--- src/rtl/ysyx_24070016_mem_arbiter.sv ---
// ysyx_24070016_mem_arbiter: shares one data-memory port between the IFU (read-only)
// and the LSU (read/write) with round-robin arbitration and one outstanding transaction.
//
// Ports:
//   clock, reset                  system clock, synchronous active-high reset
//   ifu_req_*/ifu_addr            IFU fetch request (valid/ready)
//   ifu_resp_*/ifu_rdata          IFU fetch response (valid/ready), raw word
//   lsu_req_*/lsu_wen/op/addr/wdata  LSU load/store request (valid/ready)
//   lsu_resp_*/lsu_rdata          LSU response, extended load data (0 for stores)
//   mem_req_*/mem_wen/addr/wdata/mask  memory request (valid/ready)
//   mem_resp_valid/mem_rdata      memory response pulse and raw low-aligned data
//   bus_err                       sticky flag set when a transaction times out
module ysyx_24070016_mem_arbiter #(
  parameter int unsigned TIMEOUT_CYCLES = 255,
  parameter int unsigned ADDR_W         = 32
) (
  input  logic              clock,
  input  logic              reset,
  input  logic              ifu_req_valid,
  output logic              ifu_req_ready,
  input  logic [ADDR_W-1:0] ifu_addr,
  output logic              ifu_resp_valid,
  input  logic              ifu_resp_ready,
  output logic [31:0]       ifu_rdata,
  input  logic              lsu_req_valid,
  output logic              lsu_req_ready,
  input  logic              lsu_wen,
  input  logic [2:0]        lsu_op,
  input  logic [ADDR_W-1:0] lsu_addr,
  input  logic [31:0]       lsu_wdata,
  output logic              lsu_resp_valid,
  input  logic              lsu_resp_ready,
  output logic [31:0]       lsu_rdata,
  output logic              mem_req_valid,
  input  logic              mem_req_ready,
  output logic              mem_wen,
  output logic [ADDR_W-1:0] mem_addr,
  output logic [31:0]       mem_wdata,
  output logic [7:0]        mem_mask,
  input  logic              mem_resp_valid,
  input  logic [31:0]       mem_rdata,
  output logic              bus_err
);

  localparam int unsigned  CNT_W    = 16;
  localparam logic [CNT_W-1:0] CNT_LAST = CNT_W'(TIMEOUT_CYCLES - 1);
  localparam logic         OWN_IFU  = 1'b0;
  localparam logic         OWN_LSU  = 1'b1;
  localparam logic [2:0]   OP_W     = 3'b010;

  typedef enum logic [1:0] {
    S_IDLE  = 2'd0,
    S_ISSUE = 2'd1,
    S_WAIT  = 2'd2,
    S_RESP  = 2'd3
  } state_e;

  state_e              state_q, state_d;
  // Owner of the current transaction; doubles as the round-robin last grant.
  logic                owner_q, owner_d;
  logic [2:0]          op_q, op_d;
  logic [CNT_W-1:0]    cnt_q, cnt_d;
  logic                mem_req_valid_q, mem_req_valid_d;
  logic                mem_wen_q, mem_wen_d;
  logic [ADDR_W-1:0]   mem_addr_q, mem_addr_d;
  logic [31:0]         mem_wdata_q, mem_wdata_d;
  logic [7:0]          mem_mask_q, mem_mask_d;
  logic                ifu_resp_valid_q, ifu_resp_valid_d;
  logic [31:0]         ifu_rdata_q, ifu_rdata_d;
  logic                lsu_resp_valid_q, lsu_resp_valid_d;
  logic [31:0]         lsu_rdata_q, lsu_rdata_d;
  logic                bus_err_q, bus_err_d;
  logic                grant_ifu_c;
  logic                resp_done_c;

  // Byte-lane mask encoding for an LSU op; illegal ops select no lane.
  function automatic logic [7:0] op_mask(input logic [2:0] op);
    case (op)
      3'b000, 3'b100: op_mask = 8'h01;
      3'b001, 3'b101: op_mask = 8'h02;
      3'b010:         op_mask = 8'h04;
      default:        op_mask = 8'h00;
    endcase
  endfunction

  // Sign/zero extension of low-aligned load data; illegal ops return 0.
  function automatic logic [31:0] load_ext(input logic [2:0] op, input logic [31:0] raw);
    case (op)
      3'b000:  load_ext = {{24{raw[7]}}, raw[7:0]};
      3'b001:  load_ext = {{16{raw[15]}}, raw[15:0]};
      3'b010:  load_ext = raw;
      3'b100:  load_ext = {24'h0, raw[7:0]};
      3'b101:  load_ext = {16'h0, raw[15:0]};
      default: load_ext = 32'h0;
    endcase
  endfunction

  // IFU wins when alone or when the LSU was granted last.
  assign grant_ifu_c = ifu_req_valid && (!lsu_req_valid || (owner_q == OWN_LSU));
  assign resp_done_c = (owner_q == OWN_IFU) ? ifu_resp_ready : lsu_resp_ready;

  // State register and all registered outputs.
  always_ff @(posedge clock) begin
    if (reset) begin
      state_q          <= S_IDLE;
      owner_q          <= OWN_LSU;
      op_q             <= 3'b000;
      cnt_q            <= '0;
      mem_req_valid_q  <= 1'b0;
      mem_wen_q        <= 1'b0;
      mem_addr_q       <= '0;
      mem_wdata_q      <= 32'h0;
      mem_mask_q       <= 8'h00;
      ifu_resp_valid_q <= 1'b0;
      ifu_rdata_q      <= 32'h0;
      lsu_resp_valid_q <= 1'b0;
      lsu_rdata_q      <= 32'h0;
      bus_err_q        <= 1'b0;
    end else begin
      state_q          <= state_d;
      owner_q          <= owner_d;
      op_q             <= op_d;
      cnt_q            <= cnt_d;
      mem_req_valid_q  <= mem_req_valid_d;
      mem_wen_q        <= mem_wen_d;
      mem_addr_q       <= mem_addr_d;
      mem_wdata_q      <= mem_wdata_d;
      mem_mask_q       <= mem_mask_d;
      ifu_resp_valid_q <= ifu_resp_valid_d;
      ifu_rdata_q      <= ifu_rdata_d;
      lsu_resp_valid_q <= lsu_resp_valid_d;
      lsu_rdata_q      <= lsu_rdata_d;
      bus_err_q        <= bus_err_d;
    end
  end

  // Next-state, latched fields and combinational request readies.
  always_comb begin
    state_d          = state_q;
    owner_d          = owner_q;
    op_d             = op_q;
    cnt_d            = cnt_q;
    mem_req_valid_d  = mem_req_valid_q;
    mem_wen_d        = mem_wen_q;
    mem_addr_d       = mem_addr_q;
    mem_wdata_d      = mem_wdata_q;
    mem_mask_d       = mem_mask_q;
    ifu_resp_valid_d = ifu_resp_valid_q;
    ifu_rdata_d      = ifu_rdata_q;
    lsu_resp_valid_d = lsu_resp_valid_q;
    lsu_rdata_d      = lsu_rdata_q;
    bus_err_d        = bus_err_q;
    ifu_req_ready    = 1'b0;
    lsu_req_ready    = 1'b0;

    case (state_q)
      S_IDLE: begin
        if (grant_ifu_c) begin
          ifu_req_ready   = 1'b1;
          owner_d         = OWN_IFU;
          op_d            = OP_W;
          mem_req_valid_d = 1'b1;
          mem_wen_d       = 1'b0;
          mem_addr_d      = ifu_addr;
          mem_wdata_d     = 32'h0;
          mem_mask_d      = 8'h04;
          state_d         = S_ISSUE;
        end else if (lsu_req_valid) begin
          lsu_req_ready   = 1'b1;
          owner_d         = OWN_LSU;
          op_d            = lsu_op;
          mem_req_valid_d = 1'b1;
          mem_wen_d       = lsu_wen;
          mem_addr_d      = lsu_addr;
          mem_wdata_d     = lsu_wdata;
          mem_mask_d      = op_mask(lsu_op);
          state_d         = S_ISSUE;
        end
      end

      S_ISSUE: begin
        if (mem_req_ready) begin
          mem_req_valid_d = 1'b0;
          cnt_d           = '0;
          state_d         = S_WAIT;
        end
      end

      S_WAIT: begin
        cnt_d = cnt_q + CNT_W'(1);
        // A response in the timeout cycle still wins over the abort.
        if (mem_resp_valid || (cnt_q == CNT_LAST)) begin
          bus_err_d = bus_err_q | ~mem_resp_valid;
          state_d   = S_RESP;
          if (owner_q == OWN_IFU) begin
            ifu_resp_valid_d = 1'b1;
            ifu_rdata_d      = mem_resp_valid ? mem_rdata : 32'h0;
          end else begin
            lsu_resp_valid_d = 1'b1;
            lsu_rdata_d      = (mem_resp_valid && !mem_wen_q) ? load_ext(op_q, mem_rdata) : 32'h0;
          end
        end
      end

      S_RESP: begin
        if (resp_done_c) begin
          ifu_resp_valid_d = 1'b0;
          lsu_resp_valid_d = 1'b0;
          state_d          = S_IDLE;
        end
      end

      default: state_d = S_IDLE;
    endcase
  end

  assign ifu_resp_valid = ifu_resp_valid_q;
  assign ifu_rdata      = ifu_rdata_q;
  assign lsu_resp_valid = lsu_resp_valid_q;
  assign lsu_rdata      = lsu_rdata_q;
  assign mem_req_valid  = mem_req_valid_q;
  assign mem_wen        = mem_wen_q;
  assign mem_addr       = mem_addr_q;
  assign mem_wdata      = mem_wdata_q;
  assign mem_mask       = mem_mask_q;
  assign bus_err        = bus_err_q;

endmodule

--- config.mk ---
export PLATFORM = sky130hd
export DESIGN_NAME = ysyx_24070016_mem_arbiter
export DESIGN_NICKNAME = d
export VERILOG_FILES = /design/src/rtl/ysyx_24070016_mem_arbiter.sv
export SDC_FILE = /design/constraint.sdc
export NUM_CORES = 1
export LEC_CHECK = 0
export BUFFER_PORTS_ARGS = -buffer_cell sky130_fd_sc_hd__buf_2
export CAP_MARGIN = 15
export CORE_MARGIN = 2
export CORE_UTILIZATION = 40
export DETAILED_ROUTE_END_ITERATION = 10
export GPL_ROUTABILITY_DRIVEN = 0
export PLACE_DENSITY = 0.69
export RECOVER_POWER = 50
export SLEW_MARGIN = 10
export SYNTH_ARGS = -nofsm -noshare
export SYNTH_HDL_FRONTEND = slang
export SYNTH_SLANG_ARGS = --single-unit
--- constraint.sdc ---
create_clock -name clock -period 5.81 [get_ports clock]
set_clock_uncertainty 0.1 [all_clocks]
set_input_delay 0.2905 -clock clock [delete_from_list [all_inputs] [get_ports clock]]
set_output_delay 0.2905 -clock clock [all_outputs]
set_load 0.02 [all_outputs]
==> results.txt, run 1 <==
The flow ran to the end, but the final reports show violations. The checks that failed: max-capacitance violations, max-slew violations. Clock latency on the worst-skew pair, taken at its later pin, is slightly above 400 ps. After layout, the minimum clock period comes to just under 4000 ps. The number of different library cells in the post-synthesis netlist is 48. For this run, the post-layout net count is between 1000 and 1500. The share of the clock period used by the worst path after layout is about 67%. Global routing used 21.5% of the available tracks across all layers. The met1 usage in global routing came out at 24.7%. Timing would allow up to ~260 MHz.

For this design the static power due to leakage is roughly 3.6 nW. The clock-pin transition on the worst setup and hold timing paths is around 70 ps. VDD sags by at most 0.220 mV. The share of the yosys chip area belonging to registers is between 40% and 50%.

The delay contributed by the slowest stage of the critical path came out at 1540 ps. The fill cell instance count of the final layout is ~1500. Setup violations remaining at the end of the flow were counted as 0. After clock tree synthesis, the repair step resized 0 gates. The clock tree from TritonCTS is done. TritonCTS created 17 clock buffers. Among all flip-flop cells after synthesis, the most frequent one is dfxtp_1. The routed length per placed instance is roughly 16 µm. The tree is rooted in a clkbuf_16. STA classifies the critical path endpoint as a primary output. The pin slew with the least headroom to its limit came out at 2120 ps. The fraction of met3 tracks used by global routing came out at 6.81%.

The depth of the CTS H-tree is 4. The first global-routing pass estimated 30.0 mm of wire. The number of routed nets with antenna violations came out at 0. In this run the worst hold path is classified as input port to flip-flop.

The number of flops mapped to enable cells by yosys is 0. The initial antenna violation count came to 2. The number of top-level design ports came out at 283. The signal on the critical path passes through inv_1 > ha_1 > inv_1 > a211oi_4 > clkbuf_1 > buf_2.

The most heavily used metal layer in global routing is met2. The number of DRC markers in iteration 0 came out at approximately 290. The final count of hold timing violations is 0. The data arrival time of the critical path is 3530 ps. The die is between 100 and 150 µm wide.

The cell total after placement came out at roughly 1100. The final worst hold slack is between 15 and 20 ps. The number of global-route vias before repair came out at about 5700. The residual DRC count is 0. The worst setup path is of the flip-flop to primary output kind. The relative max-transition margin is -41.6%.

Power spread over the standard cell area amounts to about 400 nW/µm². The total negative setup slack came out at 0 ps. The number of warnings printed during yosys synthesis is 0. The count of cells in the finished layout, fillers not included, comes to about 1200.

The largest buffer count on any clock path is 2. The portion of synthesized cell area occupied by the leading cell type is approximately half. Counting flops and latches in the post-synthesis netlist gives around 160.

The kind of launch point of the worst setup path is a flip-flop. Across all layers, the routed design uses roughly 5900 vias. For this block, the routed nets add up to 19.0 mm of wire.

Detailed placement finished with a half-perimeter wire length of about 13 mm. The die covers 17500 µm². In the global route stage, met2 resource usage came out at a little under two fifths.

The cell count of the worst reg-to-reg path came out at 7. The share of cells above drive strength 1 is around a fifth. The global route total overflow is 0. The initial core utilization is 41.2%. The total setup buffers inserted after CTS came out at 0. The average cell area after synthesis came out at between 9 and 10 µm². The worst hold path was traced through 3 stages.

Among the stages of the critical path, the cell type that occurs most often is inv_1. The max-cap check violation count is 1. The critical path data required time is between 5000 and 6000 ps. On the critical path, the stage with the largest delay is an instance of clkbuf_1. For this run, asynchronously set or reset flops after synthesis account for 0%. Measured along the y axis, the die boundary spans 132 µm. Sorting the synthesized cells by area gives the leading types as dfxtp_1 48%, mux2i_1 9.0%, nor2_1 4.9%.

In the routed layout, each cell is associated on average with a via count of 4.97. After floorplanning, the core was sized to cover roughly 16000 µm². The detailed-router iteration count before antenna repair is 5. Relative to the synthesized area, the layout overhead comes to 33.5%. The number of standard cells after synthesis is ~700. The pin count of the biggest net entering global routing came out at 97.

The placement row count is between 40 and 50. In this run the cell area of the synthesized design comes to around 6600 µm². The max-slew violation count was 41. During placement, the flow inserted port buffers numbering 277. The synthesized design spends more area on one cell type than any other, namely dfxtp_1. Setup repair after global routing left no endpoint under its margin. The number of sinks driven by the clock tree is between 150 and 200. In this run the worst path has a maximum fanout of 40.
stage by stage:
stage	setup slack [ps]	util, %	power, mW	area (µm²)
global route	1620	55.0	3.71	8770
finish	1890	55.0	3.51	8770
global placement	2720	50.7	2.37	8080
detailed placement	2680	50.7	2.38	8080
CTS	2670	56.1	3.59	8940
floorplan	3500	-	2.03	6590
critical path, delay by kind of cell, from the launching register on:
kind / cells / cell delay (ps)
compound gates: 1 / 220
flops: 1 / 330
buf+inv: 4 / 2240
fa+ha+maj: 1 / 300
cell type report:
| cell class | count | area (µm²) | area share, % |
|---|---|---|---|
| Multi-Input combinational cell | 465 | 3170 | 36.1 |
| Clock inverter | 14 | 193 | 2.20 |
| Tap cell | 216 | 270 | 3.08 |
| Sequential cell | 158 | 3160 | 36.1 |
| Clock buffer | 18 | 439 | 5.01 |
| Antenna cell | 1 | 2.50 | 0.0285 |
| Timing Repair Buffer | 306 | 1490 | 17.0 |
| Inverter | 13 | 48.8 | 0.556 |
cell families after synthesis:
kind of cell,after synthesis,share of synthesized area [%]
adders and majority gates,7,1.33
other,1,0.0571
DFF,158,48.1
buffers and inverters,71,4.82
xor gates and xnor gates,8,1.07
AOI/OAI and AO/OA,168,18.7
and+or+nand+nor,201,13.9
muxes,76,11.9
flip-flops by register name, summed over array words and instances, names as in the netlist, 2 cells and up:
register,flops
op_q,3
mem_mask,3
mem_wdata,32
lsu_rdata,32
state_q,2
cnt_q,16
ifu_rdata,32
mem_addr,32
cell usage after synthesis (5+ instances only):
cell	number
nand4_1	5
mux2i_1	59
clkbuf_1	36
xnor2_1	5
o21ai_0	11
buf_1	6
ha_1	7
a22oi_1	35
a21oi_1	29
o2bb2ai_1	8
or3_1	8
mux2_2	8
inv_1	13
nor2_1	86
a22o_1	32
mux2_1	9
a211oi_1	37
buf_4	7
buf_2	7
nand2_1	57
dfxtp_1	158
nor2b_1	20
cells in the final DEF, fill, tap and decap left out, types with 13 or more instances in the layout:
cell type      Yosys  routed
dfxtp_1          158     158
nor2_1            86      84
a21oi_1           29      29
a211oi_1          37      35
clkbuf_1          36     137
dlygate4sd3_1      0      23
a22o_1            32      32
buf_2              7     140
nand2_1           57      57
clkbuf_16          0      17
nor2b_1           20      20
mux2i_1           59      59
inv_1             13      13
a22oi_1           35      35
timing repair:
action | in CTS | in global routing
hold buffers | 23 | 0
endpoints found under the hold margin | 23 | 0
endpoints found under the setup margin | 0 | 0
worst paths after layout:
check / startpoint / end / slack, ps
worst min-delay path: lsu_wdata[31] / mem_wdata[31] / 20
worst min register to register: lsu_rdata[2] / lsu_rdata[2] / 360
worst max register to register: state_q[1] / mem_wdata[17] / 2450
worst max-delay path: state_q[1] / lsu_req_ready / 1890
power breakdown:
| group | internal [mW] | leakage [nW] | switching (mW) | total [mW] |
|---|---|---|---|---|
| clock | 0.705 | 0.308 | 0.479 | 1.18 |
| sequential | 1.24 | 1.29 | 0.111 | 1.35 |
| combinational | 0.324 | 1.99 | 0.647 | 0.972 |
metal layers:
| layer | share of wire [%] | up-vias |
|---|---|---|
| met5 | 0.037 | - |
| met4 | 0.97 | 2 |
| met3 | 7.2 | 12 |
| met2 | 51 | 224 |
| met1 | 41 | 2673 |
| li1 | - | 3006 |
Power figures use the tool's default switching activity.
==> inputs of run 2 (changes only) <==
Settings changed: PLACE_DENSITY 0.69 to 0.72.
Clock period 5.81 ns to 3.5 ns, I/O delays scaled along.
==> run 2 against run 1 <==
The run still ends with max-capacitance violations, max-slew violations left. Wire length up 9.3%. Sequential share of layout area decreased by 3.1 points. Combinational power increased by 79%. Sequential cell count unchanged. Critical path type is now input port to flip-flop. Highest routed layer is now met4. First-iteration DRC count is 2.4% higher. Register-to-register slack got worse by 1900 ps. Critical path depth unchanged. Power increased by 65%. Utilization rose by 5.3 points. Design area rose by 9.6%. Non-clock buffer count grew 89. Die area stayed put.
==> results.txt, run 2 (synthesis gave the netlist of run 1 again) <==
The flow ran to the end, but the final reports show violations. The final reports fail on max-capacitance violations, max-slew violations. The number of DRC markers in iteration 0 came out at 294 (+2.4%). In the layout the commonest cells are 158 x dfxtp_1, 139 x clkbuf_1, 139 x buf_2.

The routed length per placed instance came out at 16.3 µm (+1.8%). The sum of routed wire length over all layers is 20.8 mm (+9.3%). The final worst hold slack was 12.8 ps (-6.14 ps). The number of antenna repair diodes came out at 0 (-1).

The critical path data required time is 3710 ps (-1710 ps). The max-slew violation count came out at 85 (+110%). Relative to the synthesized area, the layout overhead comes to 46.3%. The library cell used most frequently in the layout, excluding fill and tap cells, is dfxtp_1. The number of vias after detailed routing came out at 6547 (+11%). The residual DRC count is 0 (unchanged). The relative max-transition margin is -21.4% (+20 points). The root buffer cell chosen for the clock tree is clkbuf_16.

The wire length on met3 came out at 1.32 mm (-3.5%). The fill cell instance count of the final layout is 1393 (-9.5%). The per-cell via count in the routed design came to 5.12 (+3.0%). The sum of met2 wire segment lengths after detailed routing came to 10.2 mm (+5.2%). The global routing usage summed across all routing layers came to 23.3% (+1.7 points). Derived from the worst setup path, the maximum achievable clock frequency is 337 MHz. The layout net count is 1197 (+8.0%). The tightest min-delay check is of the input port to flip-flop type. The setup slack at placement is 601 ps (-2080 ps). The clock period could shrink to 2960 ps. The number of top-level design ports is 283 (unchanged).

The final setup slack of the worst path is 536 ps (-1360 ps). The highest metal layer carrying signal wires in the routed design is met4. The max-cap check violation count was 1 (unchanged). The final count of hold timing violations came out at 0 (unchanged). The clock tree from TritonCTS is done. The number of sinks driven by the clock tree is 158 (unchanged). The pin count of the biggest net entering global routing came to 85 (-12%). The total negative setup slack is 0 ps (unchanged).

The count of instances resized after the clock tree is built came to 0 (unchanged). The share of the clock period used by the worst path after layout came out at approximately 85%. The clock-pin transition on the worst setup and hold timing paths is 70 ps (about the same). STA classifies the critical path endpoint as a flip-flop. The wire length of the first global-routing pass came out at 32.7 mm (+9.1%). The number of global-route vias before repair is 6345 (+11%). The power density normalized to cell area came out at 603 nW/µm² (+51%). The largest fanout on the critical path came out at 84 (+110%). The worst setup path is of the input port to flip-flop kind. The largest buffer count on any clock path came out at 2 (unchanged). The data arrival time of the critical path came out at 3170 ps (-360 ps). The placement row count is 46 (unchanged). The total setup buffers inserted after CTS came out at 0 (unchanged). The number of routed nets with antenna violations is 0 (unchanged). The quantity of I/O buffers inserted on ports is 277 (unchanged).

The core box area is 15900 µm² (unchanged). The share of cells above drive strength 1 came out at 18.5% (-1.7 points). The depth of the CTS H-tree is 4 (unchanged). The number of buffers added by the clock tree synthesis step came to 17 (unchanged). The total half-perimeter wirelength after legalization and detailed placement is 13.2 mm (-2.2%). The initial core utilization came out at 41.2% (unchanged).

The pin slew with the least headroom to its limit is 1820 ps (-302 ps). The insertion delay to the later sink of the worst-skew pair was 420 ps (about the same). Setup repair after global routing left no endpoint under its margin.

The detailed-router iteration count before antenna repair is 5 (unchanged). The worst voltage drop across the vdd grid is 0.324 mV (+47%). The overall die height was 132 µm (unchanged). The horizontal die dimension came to 132 µm (unchanged). The global route total overflow is 0 (unchanged). STA classifies the critical path startpoint as an input port.

The met1 layer wirelength in the final routing is 8.76 mm (+13%). The full die area came out at 17500 µm² (unchanged). The initial antenna violation count came to 0 (-2). The number of failing setup endpoints in the final timing report is 0 (unchanged). The static leakage came out at 3.94 nW (+10%).
==> run 2: cell count changes in the layout (fill, tap and decap cells not counted), moves of 2 or more <==
cell           delta
inv_8             -2
clkbuf_1          +2
bufinv_16         -2
clkinv_4          +2
dlygate4sd3_1    +87
==> run 2: worst paths after layout <==
kind                                    from      endpoint  slack (ps)  depth (start not counted)
worst max-delay path                   reset  ifu_rdata[0]         540                          6
worst min-delay path            lsu_addr[15]  mem_addr[15]          10                          3
worst max register to register      cnt_q[1]  lsu_rdata[8]         590                          6
worst min register to register  lsu_rdata[1]  lsu_rdata[1]         360                          2
==> run 2: cell type report <==
type	instances	area, µm²	share of cell area (%)
sequential	158	3160	32.9
multi-input combinational	465	3170	32.9
clock buffer	18	429	4.46
timing repair buffer	395	2380	24.8
inverter	13	48.8	0.508
tap	216	270	2.81
clock inverter	14	150	1.56
==> run 2: metal layers <==
layer | track usage (%) | up-vias
met1 | 27.4 | 3065
li1 | - | 3191
met5 | 0 | -
met2 | 40.4 | 257
met3 | 6.34 | 34
met4 | 8.51 | 0
==> run 2: where the power goes <==
group / switching [mW] / internal (mW) / leakage, nW
clock: 0.804 / 1.01 / 0.285
sequential: 0.191 / 2.06 / 1.29
combinational: 1.11 / 0.632 / 2.37
total: 2.10 / 3.70 / 3.94
==> run 2: worst max-delay path, cell delays in order <==
cell and delay (ps):
dlygate4sd3_1 520, clkbuf_1 450, clkbuf_2 1390, a31oi_2 0, buf_4 330, a22o_1 280
==> run 2: stage by stage <==
step	std cells	utilization, %	cell area (µm²)	total power [mW]
2_1_floorplan	694	-	6590	3.37
3_3_place_gp	1137	50.9	8110	3.92
3_5_place_dp	1137	50.9	8110	3.94
4_1_cts	1279	61.4	9790	5.87
5_1_grt	1279	60.3	9610	6.11
6_report	1279	60.3	9610	5.80
==> run 2: what timing repair did <==
item	CTS	global route
hold endpoints to repair	101	0
hold buffers	110	0
setup endpoints to repair	0	0
